[src/rtl/random_col_picker_if.sv]
// rtl/random_col_picker_if.sv - request/result bundle between game controller and random column picker
interface random_col_picker_if #(
  parameter int ROWS   = 6,
  parameter int COLS   = 7,
  parameter int LFSR_W = 16
);
  localparam int CW = $clog2(COLS);

  logic                     req;
  logic [2*ROWS*COLS-1:0]   board_state;
  logic [COLS-1:0]          col_mask;
  logic                     seed_load;
  logic [LFSR_W-1:0]        seed;
  logic                     busy;
  logic [CW-1:0]            col_out;
  logic                     col_valid;
  logic                     board_full;

  modport master (
    output req, board_state, col_mask, seed_load, seed,
    input  busy, col_out, col_valid, board_full
  );

  modport slave (
    input  req, board_state, col_mask, seed_load, seed,
    output busy, col_out, col_valid, board_full
  );
endinterface

[src/rtl/random_col_picker.sv]
// rtl/random_col_picker.sv - LFSR-seeded sequential probe for a random eligible non-full column
module random_col_picker #(
  parameter int               ROWS      = 6,
  parameter int               COLS      = 7,
  parameter int               LFSR_W    = 16,
  parameter logic [LFSR_W-1:0] LFSR_TAPS = 16'hB400,
  parameter logic [LFSR_W-1:0] LFSR_SEED = 16'hACE1
) (
  input  logic               clk,
  input  logic               rst,
  random_col_picker_if.slave bus
);
  localparam int CW = $clog2(COLS);

  typedef enum logic {IDLE = 1'b0, PROBE = 1'b1} state_t;

  state_t                 state_q, state_d;
  logic [LFSR_W-1:0]      lfsr_q, lfsr_d;
  logic [CW-1:0]          cand_q, cand_d;
  logic [CW-1:0]          probes_q, probes_d;
  logic [COLS-1:0][1:0]   snap_top_q, snap_top_d;
  logic [COLS-1:0]        mask_snap_q, mask_snap_d;
  logic [CW-1:0]          col_out_q, col_out_d;
  logic                   col_valid_q, col_valid_d;
  logic                   board_full_q, board_full_d;
  logic                   busy_q, busy_d;
  logic                   hit;
  logic                   unused_lower_rows;

  // Only the top row decides whether a column can take another token.
  assign unused_lower_rows = ^bus.board_state;

  assign hit = mask_snap_q[cand_q] && (snap_top_q[cand_q] == 2'b00);

  always_comb begin
    state_d      = state_q;
    cand_d       = cand_q;
    probes_d     = probes_q;
    snap_top_d   = snap_top_q;
    mask_snap_d  = mask_snap_q;
    col_out_d    = col_out_q;
    col_valid_d  = 1'b0;
    board_full_d = 1'b0;

    if (bus.seed_load) begin
      lfsr_d = (bus.seed == '0) ? LFSR_SEED : bus.seed;
    end else begin
      lfsr_d = {lfsr_q[LFSR_W-2:0], ^(lfsr_q & LFSR_TAPS)};
    end

    case (state_q)
      IDLE: begin
        if (bus.req) begin
          snap_top_d  = bus.board_state[2*COLS-1:0];
          mask_snap_d = bus.col_mask;
          cand_d      = CW'(lfsr_q % LFSR_W'(COLS));
          probes_d    = '0;
          state_d     = PROBE;
        end
      end
      PROBE: begin
        if (hit) begin
          col_out_d   = cand_q;
          col_valid_d = 1'b1;
          state_d     = IDLE;
        end else if (probes_q == CW'(COLS - 1)) begin
          board_full_d = 1'b1;
          state_d      = IDLE;
        end else begin
          cand_d   = (cand_q == CW'(COLS - 1)) ? '0 : cand_q + 1'b1;
          probes_d = probes_q + 1'b1;
        end
      end
      default: state_d = IDLE;
    endcase

    busy_d = (state_d == PROBE);
  end

  always_ff @(posedge clk) begin
    if (rst) begin
      state_q      <= IDLE;
      lfsr_q       <= LFSR_SEED;
      cand_q       <= '0;
      probes_q     <= '0;
      snap_top_q   <= '0;
      mask_snap_q  <= '0;
      col_out_q    <= '0;
      col_valid_q  <= 1'b0;
      board_full_q <= 1'b0;
      busy_q       <= 1'b0;
    end else begin
      state_q      <= state_d;
      lfsr_q       <= lfsr_d;
      cand_q       <= cand_d;
      probes_q     <= probes_d;
      snap_top_q   <= snap_top_d;
      mask_snap_q  <= mask_snap_d;
      col_out_q    <= col_out_d;
      col_valid_q  <= col_valid_d;
      board_full_q <= board_full_d;
      busy_q       <= busy_d;
    end
  end

  assign bus.busy       = busy_q;
  assign bus.col_out    = col_out_q;
  assign bus.col_valid  = col_valid_q;
  assign bus.board_full = board_full_q;
endmodule

[src/flat_wrapper.sv]
// flat-port wrapper written by rule: the top's interface ports become plain ports
module random_col_picker_flat 
#(
  parameter int               ROWS      = 6,
  parameter int               COLS      = 7,
  parameter int               LFSR_W    = 16,
  parameter logic [LFSR_W-1:0] LFSR_TAPS = 16'hB400,
  parameter logic [LFSR_W-1:0] LFSR_SEED = 16'hACE1
)
  (clk, rst, bus_req, bus_board_state, bus_col_mask, bus_seed_load, bus_seed, bus_busy, bus_col_out, bus_col_valid, bus_board_full);
  random_col_picker_if #(.ROWS(ROWS), .COLS(COLS), .LFSR_W(LFSR_W)) bus_i ();
  input  logic clk;
  input  logic rst;
  input wire logic [$bits(bus_i.req)-1:0] bus_req;
  input wire logic [$bits(bus_i.board_state)-1:0] bus_board_state;
  input wire logic [$bits(bus_i.col_mask)-1:0] bus_col_mask;
  input wire logic [$bits(bus_i.seed_load)-1:0] bus_seed_load;
  input wire logic [$bits(bus_i.seed)-1:0] bus_seed;
  output wire logic [$bits(bus_i.busy)-1:0] bus_busy;
  output wire logic [$bits(bus_i.col_out)-1:0] bus_col_out;
  output wire logic [$bits(bus_i.col_valid)-1:0] bus_col_valid;
  output wire logic [$bits(bus_i.board_full)-1:0] bus_board_full;
  assign bus_i.req = bus_req;
  assign bus_i.board_state = bus_board_state;
  assign bus_i.col_mask = bus_col_mask;
  assign bus_i.seed_load = bus_seed_load;
  assign bus_i.seed = bus_seed;
  assign bus_busy = bus_i.busy;
  assign bus_col_out = bus_i.col_out;
  assign bus_col_valid = bus_i.col_valid;
  assign bus_board_full = bus_i.board_full;
  random_col_picker #(.ROWS(ROWS), .COLS(COLS), .LFSR_W(LFSR_W), .LFSR_TAPS(LFSR_TAPS), .LFSR_SEED(LFSR_SEED)) u_core (.clk(clk), .rst(rst), .bus(bus_i));
endmodule
[config.mk]
export PLATFORM = sky130hd
export DESIGN_NAME = random_col_picker_flat
export DESIGN_NICKNAME = d
export VERILOG_FILES = /design/src/rtl/random_col_picker_if.sv /design/src/rtl/random_col_picker.sv /design/src/flat_wrapper.sv
export SDC_FILE = /design/constraint.sdc
export NUM_CORES = 1
export LEC_CHECK = 0
export ABC_AREA = 1
export BUFFER_PORTS_ARGS = -buffer_cell sky130_fd_sc_hd__buf_2
export CELL_PAD_IN_SITES_DETAIL_PLACEMENT = 0
export CELL_PAD_IN_SITES_GLOBAL_PLACEMENT = 1
export CORE_MARGIN = 2
export CORE_UTILIZATION = 35
export CTS_BUF_LIST = sky130_fd_sc_hd__clkbuf_4 sky130_fd_sc_hd__clkbuf_8
export DETAILED_ROUTE_END_ITERATION = 16
export PLACE_DENSITY = 0.85
export SYNTH_ARGS = -nofsm -noshare
export SYNTH_HDL_FRONTEND = slang
export SYNTH_SLANG_ARGS = --single-unit
export TNS_END_PERCENT = 50
[constraint.sdc]
create_clock -name clk -period 7.9 [get_ports clk]
set_clock_uncertainty 0.1 [all_clocks]
set_input_delay 0.395 -clock clk [delete_from_list [all_inputs] [get_ports clk]]
set_output_delay 0.395 -clock clk [all_outputs]
set_load 0.02 [all_outputs]
# ---- Yosys cells after proc, flatten, opt, wreduce, memory -nomap -nowiden
# Index checks and enable logic that the tools add are counted.
dict set report totals {
  register_bits 49
  out_inout_bits 6
  elab_cells 55
}
dict set report classes {
  n_addsub 2
  n_div 1
  order_cmp 1
  n_eq_ne 5
  n_mux 21
  bitwise_logic 1
  n_reduce_logical 9
}
# operator count
set ops {}
lappend ops {{$mux 16} 2}
lappend ops {{$mux 3} 7}
lappend ops {{$logic_not 16->1} 1}
lappend ops {{$mod 16x3->16 const B} 1}
lappend ops {{$reduce_xor 16->1} 1}
lappend ops {{$pmux 3 s2} 2}
lappend ops {{$add 3x1->3 const B} 2}
lappend ops {{$bmux 2 s3} 1}
lappend ops {{$eq 3x3->1 const B} 2}
lappend ops {{$mux 1} 6}
lappend ops {{$ne 2x2->1 const B} 3}
lappend ops {{$lt 3x4->1 const B} 1}
lappend ops {{$reduce_and 2->1} 2}
lappend ops {{$bmux 1 s3} 1}
lappend ops {{$reduce_and 3->1} 1}
lappend ops {{$reduce_or 3->1} 1}
lappend ops {{$logic_not 2->1} 1}
lappend ops {{$mux 2} 1}
lappend ops {{$pmux 1 s2} 1}
lappend ops {{$reduce_or 2->1} 1}
lappend ops {{$logic_and 1x1->1} 1}
lappend ops {{$not 1->1} 1}

# ---- Logic depth before layout (Yosys ltp)
dict set report depth {
  ltp_word 6
  mapped_depth 64
  depth_no_buf 64
}

# ---- Least setup slack after synthesis
# Ideal clock, no wire load.
dict set report synth_path {
  kind {register to register}
  start {register u_core.lfsr_q[12]}
  end {register u_core.cand_q[0]}
  setup_ns 0.122
  arrival_ns 5.335
  required_ns 7.678
  slack_ns 2.343
  path_stages_with_launch 55
  n_path_buf 0
  period_less_slack_ns 5.557
  cell_sequence {dfxtp_1 > inv_1 > ha_1 > or2_2 > a21oi_2 > nand2_4 > nand2_4 > nor2_4 > nand2_2 > nand2_1 > nand2_2 > nand3_2 > nand2_1 > nand2_2 > nand4_2 > nand2_1 > nand2_2 > nand2_1 > (+19 left out) > nand2_1 > nand2_1 > nand2_1 > inv_2 > ha_1 > inv_1 > nor2_4 > nor2_4 > nand2_4 > xor2_1 > inv_1 > ha_1 > nand3_1 > nand4_1 > nand2_1 > nand2_1 > nand2_1 > a21oi_2}
}
dict set report synth_between {
  elab_chain_cells 3
}
# element line
set synth_lines {}
lappend synth_lines {{from (decl)} random_col_picker.sv:18} ;# logic [LFSR_W-1:0] lfsr_q, lfsr_d;
lappend synth_lines {{from (signal assigned)} random_col_picker.sv:94} ;# lfsr_q <= lfsr_d;
lappend synth_lines {{$mod 16x3->16} random_col_picker.sv:56} ;# cand_d = CW'(lfsr_q % LFSR_W'(COLS));
lappend synth_lines {{$mux 3} random_col_picker.sv:53} ;# if (bus.req) begin
lappend synth_lines {{$pmux 3 s2} random_col_picker.sv:51} ;# case (state_q)
lappend synth_lines {{to (signal assigned)} random_col_picker.sv:95} ;# cand_q <= cand_d;
lappend synth_lines {{to (decl)} random_col_picker.sv:19} ;# logic [CW-1:0] cand_q, cand_d;
# No other way between the ends. The select of a mux whose other input is x is not followed.
# A chain may end at the register's enable or synchronous reset.

# ---- Final worst setup path
# Ends and elaborated chain as after synthesis.

==> flow_summary.toml <==
[place]
place_ws_ps = 1622
place.gp.congestion = 0.8127
dp_cells = 626
port_buffers = 46
dp_hpwl_um = 5637

[synth]
ys_ff_latch = 49
synth_top_cell_by_area = "dfxtp_1"
async_reset_ff_share_pct = 0
yosysTopAreaCellShare_pct = 31.12
synth_cells = 484
synth_commonest_cells = "nand2_1, nor2_1, inv_1"
synth.most_common_cell = "nand2_1"
yosysUniqueCellTypes = 37
yosys_warnings = 0
synth_edf_count = 0
seq_area_frac_synth_pct = 31.12
avgSynthCellArea_um2 = 6.512
ys.flop_type = "dfxtp_1"
synth.net_count = 601
synth_area_leaders = "dfxtp_1, nand2_1, nor2_1"
syn-cell-area_um2 = 3152

[clock_tree]
clk_latency_ps = 300
clock_path_buffers = 2
holdBufCountCts = 0
cts_tree = "built"
cts-root-buf = "clkbuf_8"
clk_pin_slew_worst_paths_ps = 90
cts.sink_count = 49
ctsResizeCount = 0
cts_setup_buffers = 0
h-tree-depth = 2
cts_buffers = 5

[die]
die_w_um = 98.90
start_util_pct = 36.14
die_h_um = 98.90
num_io_pins = 117
rows = 34
core-area_um2 = 8721
dieArea_um2 = 9780

[cells_and_area]
fillers = 951
seq_area_um2 = 980.9
fin_util_pct = 41.12
antennaDiodeCount = 0
area_growth_pct = 13.78
finalNonFillerCells = 634
nets = 642
layout-drive-gt1-share_pct = 21.10
multi_input_area_um2 = 1873

[routing]
vias = 3059
wl_per_cell_um = 11.68
drt_wl_total_um = 7404
viasPerCell = 4.825
drtIter0Drc = 166
drt_pass1_iterations = 4
remaining_drc_errors = 0
ant_nets = 0

[critical_path]
cp-start-kind = "flip-flop"
path_delay_family = "simple AND/OR/NAND/NOR gates"
path_buf_inv = 8
required_ps = 7990
critPathMaxFanout = 7
critPathKind = "flip-flop to flip-flop"
cpMostUsedCell = "nand2_1"
worstPathArrival_ps = 6420
max_stage_delay_ps = 380
slowest_stage = "dfxtp_1"
cp-end-kind = "flip-flop"

[sta]
finalWorstSetupSlack_ps = 1571
hold_viol_final = 0
max_freq_ghz = 0.1580
setup_viol = 0
tightest_slew_ps = 896.0
fin_setup_tns_ps = 0
grt_setup_unrepaired = "no"
slew_headroom_pct = 40.20
post-route-period-util_pct = 80.11
period_minus_slack_ps = 6329
report.final.slew_viol_count = 0

[global_routing]
grt_pass1_vias = 2931
grt_max_degree = 36
gr-total-overflow = 0
grt_pass1_wl_um = 12960
grt_usage_pct = 15.58
antenna_found_initial = 0

[power_and_ir_drop]
peakVddDrop_mv = 0.1325
p_per_area_nw_per_um2 = 357.6
cellLeakagePower_nw = 1.767
power_mw = 1.282

[worst_hold_path]
hp-class = "primary input to flip-flop"

[run]
maxCapViolCount = 0

[run_status]
status = "finished clean"
-- per-stage QoR --
stage | hold slack (ps) | instance area, um^2
floorplan | 329.0 | 3152
global placement | 341.1 | 3471
detailed placement | 349.0 | 3471
CTS | 228.2 | 3586
global route | 239.9 | 3586
finish | 236.2 | 3586
-- logic make-up (layout without fill, tap and decap cells) --
kind of cell             count (synthesis)  after routing  share of synthesized area (%)
AO/OA/AOI/OAI                           91             91                          16.91
buffers and inverters                   79            121                          9.448
AND/OR/NAND/NOR                        254            254                          38.75
adder cells (fa/ha/maj)                  6              6                          2.382
XOR/XNOR                                 5              5                          1.389
flip-flops                              49             49                          31.12
-- area by class of cell --
cell class	count	area share, %
clock buffers	6	2.128
clock inverters	2	1.082
inverters	67	7.013
multi-input cells	356	52.23
flip-flops and latches	49	27.36
well taps	108	3.768
repair buffers	46	6.420
-- cell usage in the layout (no fill, tap or decap), types with 6 or more instances in the layout --
cell type	netlist	final
a211oi_1	10	10
a21oi_1	21	21
buf_2	1	46
dfxtp_1	49	49
ha_1	6	6
inv_1	53	53
inv_2	12	12
nand2_1	90	90
nand2_2	16	16
nand3_1	34	34
nand4_1	8	8
nor2_1	71	71
o21ai_0	34	34
o21ai_1	6	6
o22ai_1	7	7
-- tightest hold or removal path: stages --
cell and delay [ps]:
buf_2 70, o21ai_0 70, nor2_1 70
-- where the power goes --
part	leakage, nW	total [mW]	switching (mW)	internal (mW)
combinational	1.30	0.793	0.515	0.278
sequential	0.406	0.304	0.0278	0.276
clock	0.0588	0.185	0.0862	0.0986
-- path summary, 6_finish.rpt --
kind	startpoint	endpoint	slack, ps	depth (start not counted)
hold / removal	bus_board_state[3]	u_core.snap_top_q[3]$_SDFFE_PP0P_	240	3
setup / recovery	u_core.lfsr_q[12]$_SDFF_PP0_	u_core.cand_q[0]$_SDFFE_PP0P_	1570	53
setup reg to reg	u_core.lfsr_q[12]$_SDFF_PP0_	u_core.cand_q[0]$_SDFFE_PP0P_	1570	53
hold reg to reg	u_core.snap_top_q[13]$_SDFFE_PP0P_	u_core.snap_top_q[13]$_SDFFE_PP0P_	360	2
-- layer usage --
layer	vias to the layer above	GRT usage, %	routed length [um]
li1	1666	-	-
met1	1338	21.68	3743
met2	53	25.73	3342
met3	2	2.695	295
met4	0	2.634	23
met5	-	0	0
-- state kept, by name, summed over array words and instances (netlist names) --
signal	cells
u_core.bus.board_full	1
u_core.cand_q	3
u_core.bus.col_out	3
u_core.snap_top_q	14
u_core.mask_snap_q	7
u_core.lfsr_q	16
u_core.bus.busy	1
u_core.probes_q	3
u_core.bus.col_valid	1
Power figures use the tool's default switching activity.
